File: src/rtl/ila_capture_seq.sv
// ila_capture_seq: sequences one ILA capture run and streams the captured buffer.
//   A start pulse soft-clears the ILA, arms it until a sample target, a full
//   buffer or a timeout is reached, then reads every stored sample (N_PARTS
//   words each) out on a valid/ready stream.
// Ports
//   clk_i, arst_n_i, cke_i      clock, async active-low reset, clock enable
//   start_i, abort_i            run control pulses
//   cfg_misc_i, target_i,       run configuration
//   timeout_i
//   ila_misc_o, ila_samples_i,  ILA control / status / read port
//   ila_index_o, ila_sel_o,
//   ila_value_i
//   m_valid_o, m_ready_i,       readout stream
//   m_data_o, m_last_o
//   busy_o, done_o, timeout_o,  run status
//   nsamples_o
module ila_capture_seq #(
  parameter int DATA_W   = 32,
  parameter int BUFFER_W = 10,
  parameter int N_PARTS  = 1,
  parameter int SEL_W    = 1,
  parameter int RD_LAT   = 2,
  parameter int CLR_CYC  = 4
) (
  input  logic                clk_i,
  input  logic                arst_n_i,
  input  logic                cke_i,
  input  logic                start_i,
  input  logic                abort_i,
  input  logic [31:0]         cfg_misc_i,
  input  logic [BUFFER_W-1:0] target_i,
  input  logic [31:0]         timeout_i,
  output logic [31:0]         ila_misc_o,
  input  logic [BUFFER_W-1:0] ila_samples_i,
  output logic [BUFFER_W-1:0] ila_index_o,
  output logic [SEL_W-1:0]    ila_sel_o,
  input  logic [DATA_W-1:0]   ila_value_i,
  output logic                m_valid_o,
  input  logic                m_ready_i,
  output logic [DATA_W-1:0]   m_data_o,
  output logic                m_last_o,
  output logic                busy_o,
  output logic                done_o,
  output logic                timeout_o,
  output logic [BUFFER_W-1:0] nsamples_o
);

  typedef enum logic [2:0] {
    S_IDLE, S_CLEAR, S_ARM, S_READ, S_PUSH, S_DONE
  } state_t;

  localparam logic [SEL_W-1:0] SEL_LAST = SEL_W'(N_PARTS - 1);
  localparam logic [31:0]      CLR_END  = 32'(CLR_CYC - 1);
  // The ILA read port is RD_LAT registers deep, so the word for an index set
  // on entry to READ is first sampleable on the (RD_LAT+1)-th READ edge.
  localparam logic [31:0]      LAT_END  = 32'(RD_LAT);

  state_t              r_state, w_next;
  logic [31:0]         r_cnt;   // CLEAR length / READ latency counter
  logic [31:0]         r_arm;   // cycles already spent in ARM
  logic [BUFFER_W-1:0] r_idx, r_ns;
  logic [SEL_W-1:0]    r_sel;
  logic [DATA_W-1:0]   r_data;
  logic                r_last, r_tmo;

  logic w_smp_hit, w_tmo_hit, w_word_last;

  assign w_smp_hit = ((target_i != '0) && (ila_samples_i >= target_i)) || (&ila_samples_i);
  assign w_tmo_hit = (timeout_i != '0) && ((r_arm + 32'd1) == timeout_i);
  assign w_word_last = (r_idx == (r_ns - BUFFER_W'(1))) && (r_sel == SEL_LAST);

  always_ff @(posedge clk_i or negedge arst_n_i) begin
    if (!arst_n_i)  r_state <= S_IDLE;
    else if (cke_i) r_state <= w_next;
  end

  always_comb begin
    w_next = r_state;
    case (r_state)
      S_IDLE:  if (start_i) w_next = S_CLEAR;
      S_CLEAR: if (r_cnt == CLR_END) w_next = S_ARM;
      S_ARM:   if (w_smp_hit || w_tmo_hit)
                 w_next = (ila_samples_i == '0) ? S_DONE : S_READ;
      S_READ:  if (r_cnt == LAT_END) w_next = S_PUSH;
      S_PUSH:  if (m_ready_i) w_next = r_last ? S_DONE : S_READ;
      S_DONE:  w_next = S_IDLE;
      default: w_next = S_IDLE;
    endcase
    // abort overrides everything, including a handshake in the same cycle
    if (abort_i && (r_state != S_IDLE)) w_next = S_IDLE;
  end

  // Datapath updates key off w_next so an abort suppresses every side effect.
  always_ff @(posedge clk_i or negedge arst_n_i) begin
    if (!arst_n_i) begin
      r_cnt  <= '0;
      r_arm  <= '0;
      r_idx  <= '0;
      r_sel  <= '0;
      r_ns   <= '0;
      r_data <= '0;
      r_last <= 1'b0;
      r_tmo  <= 1'b0;
    end else if (cke_i) begin
      case (r_state)
        S_IDLE: if (w_next == S_CLEAR) begin
          r_cnt <= '0;
          r_arm <= '0;
          r_idx <= '0;
          r_sel <= '0;
          r_tmo <= 1'b0;
        end
        S_CLEAR: r_cnt <= (w_next == S_ARM) ? '0 : r_cnt + 32'd1;
        S_ARM: begin
          r_arm <= r_arm + 32'd1;
          if ((w_next == S_READ) || (w_next == S_DONE)) begin
            r_ns  <= ila_samples_i;
            r_tmo <= !w_smp_hit;   // sample conditions take precedence
            r_cnt <= '0;
          end
        end
        S_READ: begin
          r_cnt <= r_cnt + 32'd1;
          if (w_next == S_PUSH) begin
            r_data <= ila_value_i;
            r_last <= w_word_last;
          end
        end
        S_PUSH: if (w_next == S_READ) begin
          r_cnt <= '0;
          if (r_sel == SEL_LAST) begin
            r_sel <= '0;
            r_idx <= r_idx + BUFFER_W'(1);
          end else begin
            r_sel <= r_sel + SEL_W'(1);
          end
        end
        default: ;
      endcase
    end
  end

  // Pass-through misc bits are forced low while reset is held.
  assign ila_misc_o  = arst_n_i ? {26'd0, cfg_misc_i[5:3], 1'b0, cfg_misc_i[1], (r_state == S_CLEAR)}
                                : 32'd0;
  assign ila_index_o = r_idx;
  assign ila_sel_o   = r_sel;
  assign m_valid_o   = (r_state == S_PUSH);
  assign m_data_o    = r_data;
  assign m_last_o    = r_last && (r_state == S_PUSH);
  assign busy_o      = (r_state != S_IDLE);
  assign done_o      = (r_state == S_DONE);
  assign timeout_o   = r_tmo;
  assign nsamples_o  = r_ns;

  logic w_unused;
  assign w_unused = ^{cfg_misc_i[31:6], cfg_misc_i[2], cfg_misc_i[0]};

endmodule

File: config.mk
export PLATFORM = sky130hd
export DESIGN_NAME = ila_capture_seq
export DESIGN_NICKNAME = d
export VERILOG_FILES = /design/src/rtl/ila_capture_seq.sv
export SDC_FILE = /design/constraint.sdc
export NUM_CORES = 1
export LEC_CHECK = 0
export BUFFER_PORTS_ARGS = -buffer_cell sky130_fd_sc_hd__clkbuf_2
export CAP_MARGIN = 25
export CORE_MARGIN = 1
export CORE_UTILIZATION = 45
export CTS_CLUSTER_DIAMETER = 120
export DETAILED_ROUTE_END_ITERATION = 16
export PLACE_DENSITY_LB_ADDON = 0.05
export SKIP_LAST_GASP = 1
export SLEW_MARGIN = 10
export SYNTH_ARGS = -nofsm -noshare
export SYNTH_HDL_FRONTEND = slang
export SYNTH_SLANG_ARGS = --single-unit
File: constraint.sdc
create_clock -name clk_i -period 4.9 [get_ports clk_i]
set_clock_uncertainty 0.05 [all_clocks]
set_input_delay 0.245 -clock clk_i [delete_from_list [all_inputs] [get_ports clk_i]]
set_output_delay 0.245 -clock clk_i [all_outputs]
set_load 0.01 [all_outputs]
==> results of run 1 <==
## repair_timing
item	CTS	global route
hold endpoints to repair	68	0
buffers inserted	0	0
hold buffers	28	0
## how the worst max path moves through the flow
stage / from / to / slack (ns) / cells after the start
final: r_arm[0] / nsamples_o[6] / 0.60 / 12
after global routing: r_arm[3] / nsamples_o[4] / 0.29 / 11
after CTS: r_arm[0] / nsamples_o[6] / 0.55 / 12
after detailed placement: r_arm[0] / nsamples_o[6] / 0.59 / 12
after global placement: r_arm[0] / nsamples_o[8] / 0.64 / 12
after floorplan: r_arm[0] / ila_index_o[5] / 1.12 / 12
## cell usage after synthesis, drive strengths merged (4+ instances only)
master / number / share of area, %
nor3b: 5 / 0.45
or2: 6 / 0.45
xor2: 20 / 2.1
mux2i: 13 / 1.6
nor4: 29 / 2.7
o22ai: 4 / 0.30
nor2: 85 / 4.0
and2: 18 / 1.4
nor3: 28 / 1.9
clkbuf: 32 / 1.5
nand3: 28 / 1.8
xnor2: 37 / 3.9
a21oi: 40 / 2.6
ha: 15 / 2.3
o21ai: 62 / 3.7
or4: 11 / 1.2
nand2b: 21 / 1.6
and4: 4 / 0.42
nor2b: 8 / 0.60
and3: 16 / 1.2
o31ai: 20 / 1.8
o41ai: 5 / 0.53
or3: 11 / 0.83
nand4: 38 / 3.2
nor4b: 4 / 0.50
dfrtp: 121 / 37
nand2: 79 / 3.6
a31oi: 35 / 2.7
mux2: 45 / 6.2
buf: 44 / 3.5
inv: 24 / 1.1
## sequential cells by signal (all words and copies together) (netlist names)
| name | count |
|---|---|
| r_last | 1 |
| timeout_o | 1 |
| r_arm | 32 |
| nsamples_o | 10 |
| r_cnt | 32 |
| ila_index_o | 10 |
| m_data_o | 32 |
| r_state | 3 |
## layout by cell type (no fill, tap or decap), types with 24 or more instances in the layout
cell / n
conb_1: 28
nand3_1: 27
xnor2_1: 37
mux2_2: 35
o21ai_0: 59
nand4_1: 33
dlygate4sd3_1: 28
nor4_1: 26
nor3_1: 25
clkbuf_2: 154
a31oi_1: 33
a21oi_1: 39
nor2_1: 80
inv_1: 24
dfrtp_1: 121
nand2_1: 79
## per-stage QoR
stage               power [mW]  util [%]  hold WS (ns)
floorplan                1.727         -       -0.1006
global placement         2.014     50.75        0.2518
detailed placement       2.019     50.75        0.2523
CTS                      3.300     55.52     0.0002196
global route             3.457     55.52      0.007943
finish                   3.270     55.52       0.01193
## layout make-up
cell class                 count  share of cell area [%]
clock buffer                  17                   4.251
clock inverter                15                   1.538
inverter                      24                  0.9002
multi-input combinational    749                   48.74
sequential                   121                   30.26
tap                          229                   2.863
timing repair buffer         193                   11.45
## power by group through the flow
stage / Sequential, mW / Clock (mW) / Combinational, mW
2_1_floorplan: 1.18 / 0 / 0.543
3_3_place_gp: 1.18 / 0 / 0.830
3_5_place_dp: 1.18 / 0 / 0.835
4_1_cts: 1.17 / 1.27 / 0.858
5_1_grt: 1.18 / 1.31 / 0.960
6_report: 1.17 / 1.25 / 0.854
## routing by layer
metal,up-vias,global-route usage (%)
li1,3726,-
met1,3615,33.56
met2,201,38.75
met3,24,3.900
met4,0,7.570
met5,-,0
## cells by family after synthesis
logic type | synth area share (%)
adders and majority gates | 2.267
buffers and inverters | 6.045
other | 0.04529
and+or+nand+nor | 26.67
DFF | 36.57
muxes | 7.738
AOI/OAI and AO/OA | 14.63
xor gates and xnor gates | 6.030
==> impl_metrics.env, run 1 <==
export IMPL_status="finished, final reports clean"
export IMPL_routedWlPerCell_um=16.65
export IMPL_maxSlewViolCount=0
export IMPL_register_area_um2=3028
export IMPL_dp_cells=1288
export IMPL_timing_rr_end="nsamples_o[6]"
export IMPL_io_pins=212
export IMPL_place_area_um2=9148
export IMPL_worst_hold_path_endpoint="m_data_o[27]"
export IMPL_fillCellCount=1698
export IMPL_overflow=0
export IMPL_path_cells="ha_1, nand4_1, or4_4, nor3_4, a22oi_1, or3_1, nor4_4, nand4b_2, a21oi_4, a31oi_2, nor2_4, mux2_1"
export IMPL_tightest_slew_ns=0.9804
export IMPL_topRoutingLayerUsed="met4"
export IMPL_p_int_mw=2.121
export IMPL_ys_seq_area_share_pct=36.57
export IMPL_fin_cells=1348
export IMPL_r2r_slack_ns=0.60
export IMPL_worstHoldStart="ila_value_i[27]"
export IMPL_post_place_ws_ns=0.5935
export IMPL_die_w_um=137.6
export IMPL_finalCriticalPeriod_ns=4.301
export IMPL_gp_congestion=0.8919
export IMPL_path_class="reg -> reg"
export IMPL_synth_edf_count=0
export IMPL_cp_arrival_ns=4.55
export IMPL_grt_pass1_vias=6981
export IMPL_max_clock_freq_mhz=232.5
export IMPL_cts_buffer_depth=2
export IMPL_multi_input_area_um2=4877
export IMPL_cts_buffers=17
export IMPL_critPathTopFamily="simple AND/OR/NAND/NOR gates"
export IMPL_r2r_cells=12
export IMPL_power_density_nw_per_um2=326.8
export IMPL_reg2reg_from="r_arm[0]"
export IMPL_p_seq_share_pct=35.7
export IMPL_synth_warnings=0
export IMPL_synth_cells=943
export IMPL_clkPwrFrac_pct=38.2
export IMPL_nets=1243
export IMPL_clock_sinks=121
export IMPL_grt_start_max_net_pins=81
export IMPL_routed_wl_mm=22.44
export IMPL_grt_pass1_wl_mm=35.79
export IMPL_die_area_um2=18940
export IMPL_fp_dieH_um=137.6
export IMPL_synth_avg_cell_area_um2=8.780
export IMPL_p_switching_mw=1.149
export IMPL_wl_met2_mm=10.61
export IMPL_finalCritPeriodShare_pct=87.78
export IMPL_hold_path_class="in -> reg"
export IMPL_swShare_pct=35.13
export IMPL_drtIter0Drc=382
export IMPL_ir_drop_mv=0.3109
export IMPL_rsz0062_at_grt="no"
export IMPL_worstPathMaxFanout=10
export IMPL_core_area_um2=18020
export IMPL_clk_latency_ns=0.42
export IMPL_relSlewSlack_pct=34.29
export IMPL_grtUsageTotal_pct=24.30
export IMPL_antenna_found_initial=0
export IMPL_maxCapViolations=0
export IMPL_dr_pass1_iters=4
export IMPL_timing_hold_violations_final=0
export IMPL_crit_path_end_kind="register"
export IMPL_hpwl_mm=15.82
export IMPL_drtAntennaViolNets=0
export IMPL_cts_resized=0
export IMPL_crit_slowest_cell="or4_4"
export IMPL_synthArstFlopShare_pct=100.0
export IMPL_fin_area_um2=10010
export IMPL_dr_wl_met3_mm=1.061
export IMPL_cts_tree="yes"
export IMPL_vias=7566
export IMPL_layout_drive_gt1_share_pct=24.31
export IMPL_required_ns=5.15
export IMPL_yosysUniqueCellTypes=74
export IMPL_start_kind="register"
export IMPL_tns_ns=0
export IMPL_leakagePower_nw=4.619
export IMPL_clockRootBuffer="clkbuf_16"
export IMPL_whs_path_depth=2
export IMPL_vias_per_cell=5.613
export IMPL_row_count=49
export IMPL_synth_seq_cells=121
export IMPL_synthFlopType="dfrtp_1"
export IMPL_htreeDepth=4
export IMPL_numPortBuffers=155
export IMPL_setup_viol=0
export IMPL_critPathMaxStageDelay_ns=0.65
export IMPL_start_util_pct=45.93
export IMPL_clkTransAtPathRegs_ns=0.06
export IMPL_pwr_share_comb_pct=26.1
export IMPL_area_delta_synth_final_pct=20.87
export IMPL_cp_num_buf_inv=0
export IMPL_drc=0
export IMPL_setup_ws_ns=0.5986
export IMPL_synth_area_um2=8279
export IMPL_wl_met1_mm=10.45
export IMPL_antenna_diode_count=0
Power figures use the tool's default switching activity.
==> run 2, diff against run 1 <==
Settings changed: PLACE_DENSITY set to 0.67, PLACE_DENSITY_LB_ADDON 0.05 to unset.
==> run 2 against run 1 <==
Register-to-register slack got worse by 0.07 ns. First-iteration DRC count up 48%. Core utilization decreased by 0.36 points. Final area fell by 0.65%. Setup slack worse by 0.069 ns. Power is 2.6% higher. Fmax decreased by 1.6%. Count of clock-buffer cells in the layout is 3 higher. Non-clock buffer count shrank 13. Flip-flop and latch count stayed put. Clock power increased by 7%. Routed wire length down 2.1%. Critical path type unchanged. Critical endpoint is now nsamples_o[7]. Largest cell class unchanged.
==> impl_metrics.env, run 2 (synthesis gave the netlist of run 1 again) <==
export IMPL_cts_buffers=17
export IMPL_final_cell_mix="clkbuf_2 (154), dfrtp_1 (121), nor2_1 (80)"
export IMPL_routedWlPerCell_um=16.44
export IMPL_drtIter0Drc=564
export IMPL_vias_per_cell=5.713
export IMPL_numPortBuffers=155
export IMPL_tns_ns=0
export IMPL_grtUsageTotal_pct=23.63
export IMPL_clkPwrFrac_pct=40.0
export IMPL_mostFrequentLayoutCell="clkbuf_2"
export IMPL_max_clock_freq_mhz=228.8
export IMPL_cts_buffer_depth=2
export IMPL_cts_resized=0
export IMPL_cts_setup_buffers=0
export IMPL_worstPathMaxFanout=10
export IMPL_clk_latency_ns=0.42
export IMPL_drtAntennaViolNets=0
export IMPL_hpwl_mm=15.72
export IMPL_fp_dieH_um=137.6
export IMPL_register_area_um2=3028
export IMPL_dr_wl_met3_um=985
export IMPL_gp_congestion=0.9225
export IMPL_cts_tree="yes"
export IMPL_rsz0062_at_grt="no"
export IMPL_clockRootBuffer="clkbuf_16"
export IMPL_antenna_found_initial=2
export IMPL_dr_pass1_iters=5
export IMPL_routed_wl_mm=21.96
export IMPL_status="finished, final reports clean"
export IMPL_core_area_um2=18020
export IMPL_crit_path_end_kind="register"
export IMPL_leakagePower_nw=4.577
export IMPL_grt_pass1_wl_mm=35.13
export IMPL_die_w_um=137.6
export IMPL_grt_pass1_vias=7072
export IMPL_ir_drop_mv=0.3342
export IMPL_maxCapViolations=0
export IMPL_maxSlewViolCount=0
export IMPL_hold_path_class="in -> reg"
export IMPL_grt_start_max_net_pins=68
export IMPL_setup_viol=0
export IMPL_p_int_mw=2.273
export IMPL_path_class="reg -> reg"
export IMPL_timing_hold_violations_final=0
export IMPL_required_ns=5.15
export IMPL_drc=0
export IMPL_layout_drive_gt1_share_pct=23.89
export IMPL_tightest_slew_ns=0.9451
export IMPL_start_kind="register"
export IMPL_row_count=49
export IMPL_io_pins=212
export IMPL_topRoutingLayerUsed="met4"
export IMPL_finalCritPeriodShare_pct=89.19
export IMPL_finalCriticalPeriod_ns=4.370
export IMPL_dp_cells=1283
export IMPL_cp_arrival_ns=4.62
export IMPL_overflow=0
export IMPL_clock_sinks=121
export IMPL_relSlewSlack_pct=36.84
export IMPL_power_density_nw_per_um2=337.4
export IMPL_cts_hold_buffers=20
export IMPL_swShare_pct=32.24
export IMPL_wl_met1_mm=9.938
export IMPL_htreeDepth=4
export IMPL_nets=1230
export IMPL_p_switching_mw=1.081
export IMPL_fin_cells=1336
export IMPL_p_seq_share_pct=34.8
export IMPL_multi_input_area_um2=4877
export IMPL_vias=7633
export IMPL_start_util_pct=45.93
export IMPL_timing_hold_ws_ns=0.01116
export IMPL_fillCellCount=1637
export IMPL_area_delta_synth_final_pct=20.08
export IMPL_die_area_um2=18940
export IMPL_clkTransAtPathRegs_ns=0.06
export IMPL_wl_met2_mm=10.56
export IMPL_pwr_share_comb_pct=25.2
## run 2: cell count changes in the layout (fill, tap and decap cells not counted), sizes merged
cell / delta
clkbuf: +3
diode: +2
dlygate4sd3: -8
inv: -8
buf: -5
clkinvlp: +1
bufinv: +3
## run 2: final cells by class
| type | count | area share (%) |
|---|---|---|
| flip-flops and latches | 121 | 30.46 |
| inverters | 24 | 0.9061 |
| well taps | 229 | 2.882 |
| clock buffers | 20 | 4.594 |
| clock inverters | 11 | 1.712 |
| diodes | 2 | 0.05034 |
| repair buffers | 180 | 10.34 |
| multi-input cells | 749 | 49.06 |
## run 2: worst max-delay path, stage by stage, from the launching register on
cell	delay [ns]
dfrtp_1	0.47
ha_1	0.29
nand4_1	0.26
or4_4	0.66
nor3_4	0.30
a22oi_1	0.15
or3_1	0.43
nor4_4	0.35
nand4b_2	0.20
a21oi_4	0.30
a31oi_2	0.11
nor2_4	0.31
mux2_1	0.37
## run 2: through the flow
| step | setup WS [ns] | power (mW) | util (%) | area (um2) |
|---|---|---|---|---|
| 3_3_place_gp | 0.6117 | 1.996 | 50.54 | 9110 |
| 4_1_cts | 0.5534 | 3.368 | 55.13 | 9937 |
| 2_1_floorplan | 1.120 | 1.727 | - | 8381 |
| 5_1_grt | 0.1909 | 3.525 | 55.14 | 9940 |
| 3_5_place_dp | 0.5651 | 2.008 | 50.54 | 9110 |
| 6_report | 0.5296 | 3.355 | 55.16 | 9942 |
## run 2: power groups by stage
stage | Clock, mW | Sequential (mW) | Combinational, mW
2_1_floorplan | 0 | 1.18 | 0.543
3_3_place_gp | 0 | 1.18 | 0.817
3_5_place_dp | 0 | 1.18 | 0.826
4_1_cts | 1.35 | 1.17 | 0.847
5_1_grt | 1.40 | 1.18 | 0.944
6_report | 1.34 | 1.17 | 0.847
## run 2: worst paths after layout
path	startpoint	to	slack (ns)	depth (start not counted)
setup reg to reg	r_arm[0]	nsamples_o[7]	0.53	12
min in group asynchronous	arst_n_i	r_cnt[19]	0.39	2
hold reg to reg	r_cnt[31]	r_cnt[31]	0.44	1
max in group asynchronous	arst_n_i	nsamples_o[9]	3.59	3
setup / recovery	r_arm[0]	nsamples_o[7]	0.53	12
hold / removal	ila_value_i[19]	m_data_o[19]	0.01	2
## run 2: routing by layer
metal | vias up | GRT usage [%]
li1 | 3703 | -
met2 | 205 | 38.69
met4 | 0 | 9.096
met3 | 36 | 4.305
met1 | 3689 | 30.81
met5 | - | 0
==> run 3, diff against run 2 <==
Settings changed: CORE_UTILIZATION 45 to 50, PLACE_DENSITY 0.67 to 0.73.
==> run 3 against run 2 <==
Highest routed layer unchanged. Cell count shrank 1.4%. Final area shrank 1.4%. Global-route usage grew 2.4 points. Sequential share of layout area grew 0.44 points. Critical path depth grew 1.
==> impl_metrics.env, run 3 (synthesis gave the netlist of run 1 again) <==
export IMPL_timing_hold_violations_final=0
export IMPL_nets=1225
export IMPL_vias=7615
export IMPL_grtUsageTotal_pct=25.99
export IMPL_overflow=0
export IMPL_clkTransAtPathRegs_ns=0.06
export IMPL_grt_start_max_net_pins=66
export IMPL_fin_area_um2=9799
export IMPL_ir_drop_mv=0.2715
export IMPL_worst_hold_path_endpoint="m_data_o[17]"
export IMPL_critPathMaxStageDelay_ns=0.66
export IMPL_htreeDepth=4
export IMPL_die_w_um=130.7
export IMPL_routed_wl_mm=21.61
export IMPL_place_area_um2=9082
export IMPL_fp_dieH_um=130.7
export IMPL_hpwl_mm=15.45
export IMPL_post_place_ws_ns=0.6229
export IMPL_dr_pass1_iters=7
export IMPL_row_count=46
export IMPL_timing_rr_end="r_cnt[15]"
export IMPL_drtIter0Drc=595
export IMPL_routedWlPerCell_um=16.41
export IMPL_path_cells="ha_1, nand4_1, or4_4, nor3_4, a22oi_1, or3_1, nor4_4, a31oi_1, o31ai_1, a21oi_1, nor2_2, buf_4, a31oi_1"
export IMPL_path_class="reg -> reg"
export IMPL_antenna_found_initial=0
export IMPL_max_clock_freq_mhz=231.0
export IMPL_reg2reg_from="r_arm[0]"
export IMPL_cts_resized=0
export IMPL_numPortBuffers=155
export IMPL_p_int_mw=2.155
export IMPL_cts_tree="yes"
export IMPL_antenna_diode_count=0
export IMPL_gp_congestion=0.9288
export IMPL_clk_latency_ns=0.42
export IMPL_grt_pass1_wl_mm=34.76
export IMPL_drc=0
export IMPL_p_total_mw=3.243
export IMPL_io_pins=212
export IMPL_critPathMostFrequentCell="a31oi_1"
export IMPL_core_area_um2=16000
export IMPL_finalCriticalPeriod_ns=4.330
export IMPL_relSlewSlack_pct=34.40
export IMPL_cts_buffer_depth=2
export IMPL_start_kind="register"
export IMPL_power_density_nw_per_um2=330.9
export IMPL_maxSlewViolCount=0
export IMPL_required_ns=5.12
export IMPL_tightest_slew_ns=0.9816
export IMPL_rsz0062_at_grt="no"
export IMPL_r2r_slack_ns=0.57
export IMPL_clkPwrFrac_pct=38.3
export IMPL_p_seq_share_pct=36.1
export IMPL_crit_slowest_cell="or4_4"
export IMPL_vias_per_cell=5.782
export IMPL_grt_pass1_vias=6965
export IMPL_clock_sinks=121
export IMPL_hold_path_class="in -> reg"
export IMPL_start_util_pct=51.74
export IMPL_worstHoldStart="ila_value_i[17]"
export IMPL_layout_drive_gt1_share_pct=24.34
export IMPL_clockRootBuffer="clkbuf_16"
export IMPL_pwr_share_comb_pct=25.6
export IMPL_r2r_cells=13
export IMPL_cp_arrival_ns=4.55
export IMPL_maxCapViolations=0
export IMPL_whs_path_depth=2
export IMPL_crit_path_end_kind="register"
export IMPL_setup_viol=0
export IMPL_leakagePower_nw=4.540
export IMPL_finalCritPeriodShare_pct=88.36
export IMPL_final_cell_mix="clkbuf_2 (154), dfrtp_1 (121), nor2_1 (80)"
export IMPL_swShare_pct=33.55
export IMPL_drtAntennaViolNets=0
export IMPL_tns_ns=0
export IMPL_die_area_um2=17080
export IMPL_cts_setup_buffers=0
export IMPL_p_switching_mw=1.088
export IMPL_status="finished, final reports clean"
export IMPL_area_delta_synth_final_pct=18.36
export IMPL_worstPathMaxFanout=31
export IMPL_setup_ws_ns=0.5701
export IMPL_cts_buffers=17
export IMPL_mostFrequentLayoutCell="clkbuf_2"
## run 3: changes by cell type in the layout (fill, tap and decap cells not counted), sizes merged
cell         previous run  this run
buf                     6         8
bufinv                  4         2
clkbuf                174       172
clkinv                  3         8
clkinvlp                3         2
diode                   2         0
dlygate4sd3            20        13
inv                    25        26
## run 3: repair_timing
action / in CTS / in global routing
endpoints found under the hold margin: 69 / 2
setup endpoints to repair: 0 / 0
hold buffers: 11 / 2
## run 3: worst max-delay path by stage
stage                        start             end  slack, ns  depth (start not counted)
after floorplan           r_arm[0]  ila_index_o[5]       1.12                         12
after global placement    r_arm[0]   nsamples_o[8]       0.67                         12
after detailed placement  r_arm[0]   nsamples_o[7]       0.62                         12
after CTS                 r_arm[0]   nsamples_o[7]       0.60                         12
after global routing      r_arm[0]        r_cnt[0]       0.31                         13
final                     r_arm[0]       r_cnt[15]       0.57                         13
## run 3: area by class of cell
type                       instances  area, um2
clock buffer                      18      439.2
clock inverter                    14      147.6
fill                            1415       6201
inverter                          24      90.09
multi-input combinational        749       4863
sequential                       121       3028
tap                              216      270.3
timing repair buffer             175      960.9
## run 3: through the flow
step           utilization, %  hold slack [ns]  cells
2_1_floorplan               -          -0.1006    970
3_3_place_gp            56.76           0.3374   1272
3_5_place_dp            56.76           0.3396   1272
4_1_cts                 61.12        0.0003517   1315
5_1_grt                 61.24         0.002362   1317
6_report                61.24          0.01253   1317
## run 3: worst max-delay path: cells and delay by family (launching register included)
| family | cells | cell delay [ns] |
|---|---|---|
| compound gates | 5 | 0.88 |
| buf+inv | 1 | 0.35 |
| simple gates | 6 | 2.11 |
| fa+ha+maj | 1 | 0.30 |
| flops | 1 | 0.48 |
## run 3: power by group through the flow
stage | clock [mW] | combinational [mW] | sequential [mW]
after floorplan | 0 | 0.543 | 1.18
after global placement | 0 | 0.805 | 1.18
after detailed placement | 0 | 0.816 | 1.18
after CTS | 1.27 | 0.828 | 1.17
after global routing | 1.31 | 0.930 | 1.18
final | 1.24 | 0.831 | 1.17
## run 3: per-layer routing
metal | track usage (%) | wire (um) | vias to the layer above
met5 | 0 | 0 | -
met4 | 7.099 | 337 | 0
met3 | 5.212 | 1157 | 26
met2 | 41.49 | 10300 | 227
met1 | 35.90 | 9820 | 3660
li1 | - | - | 3702
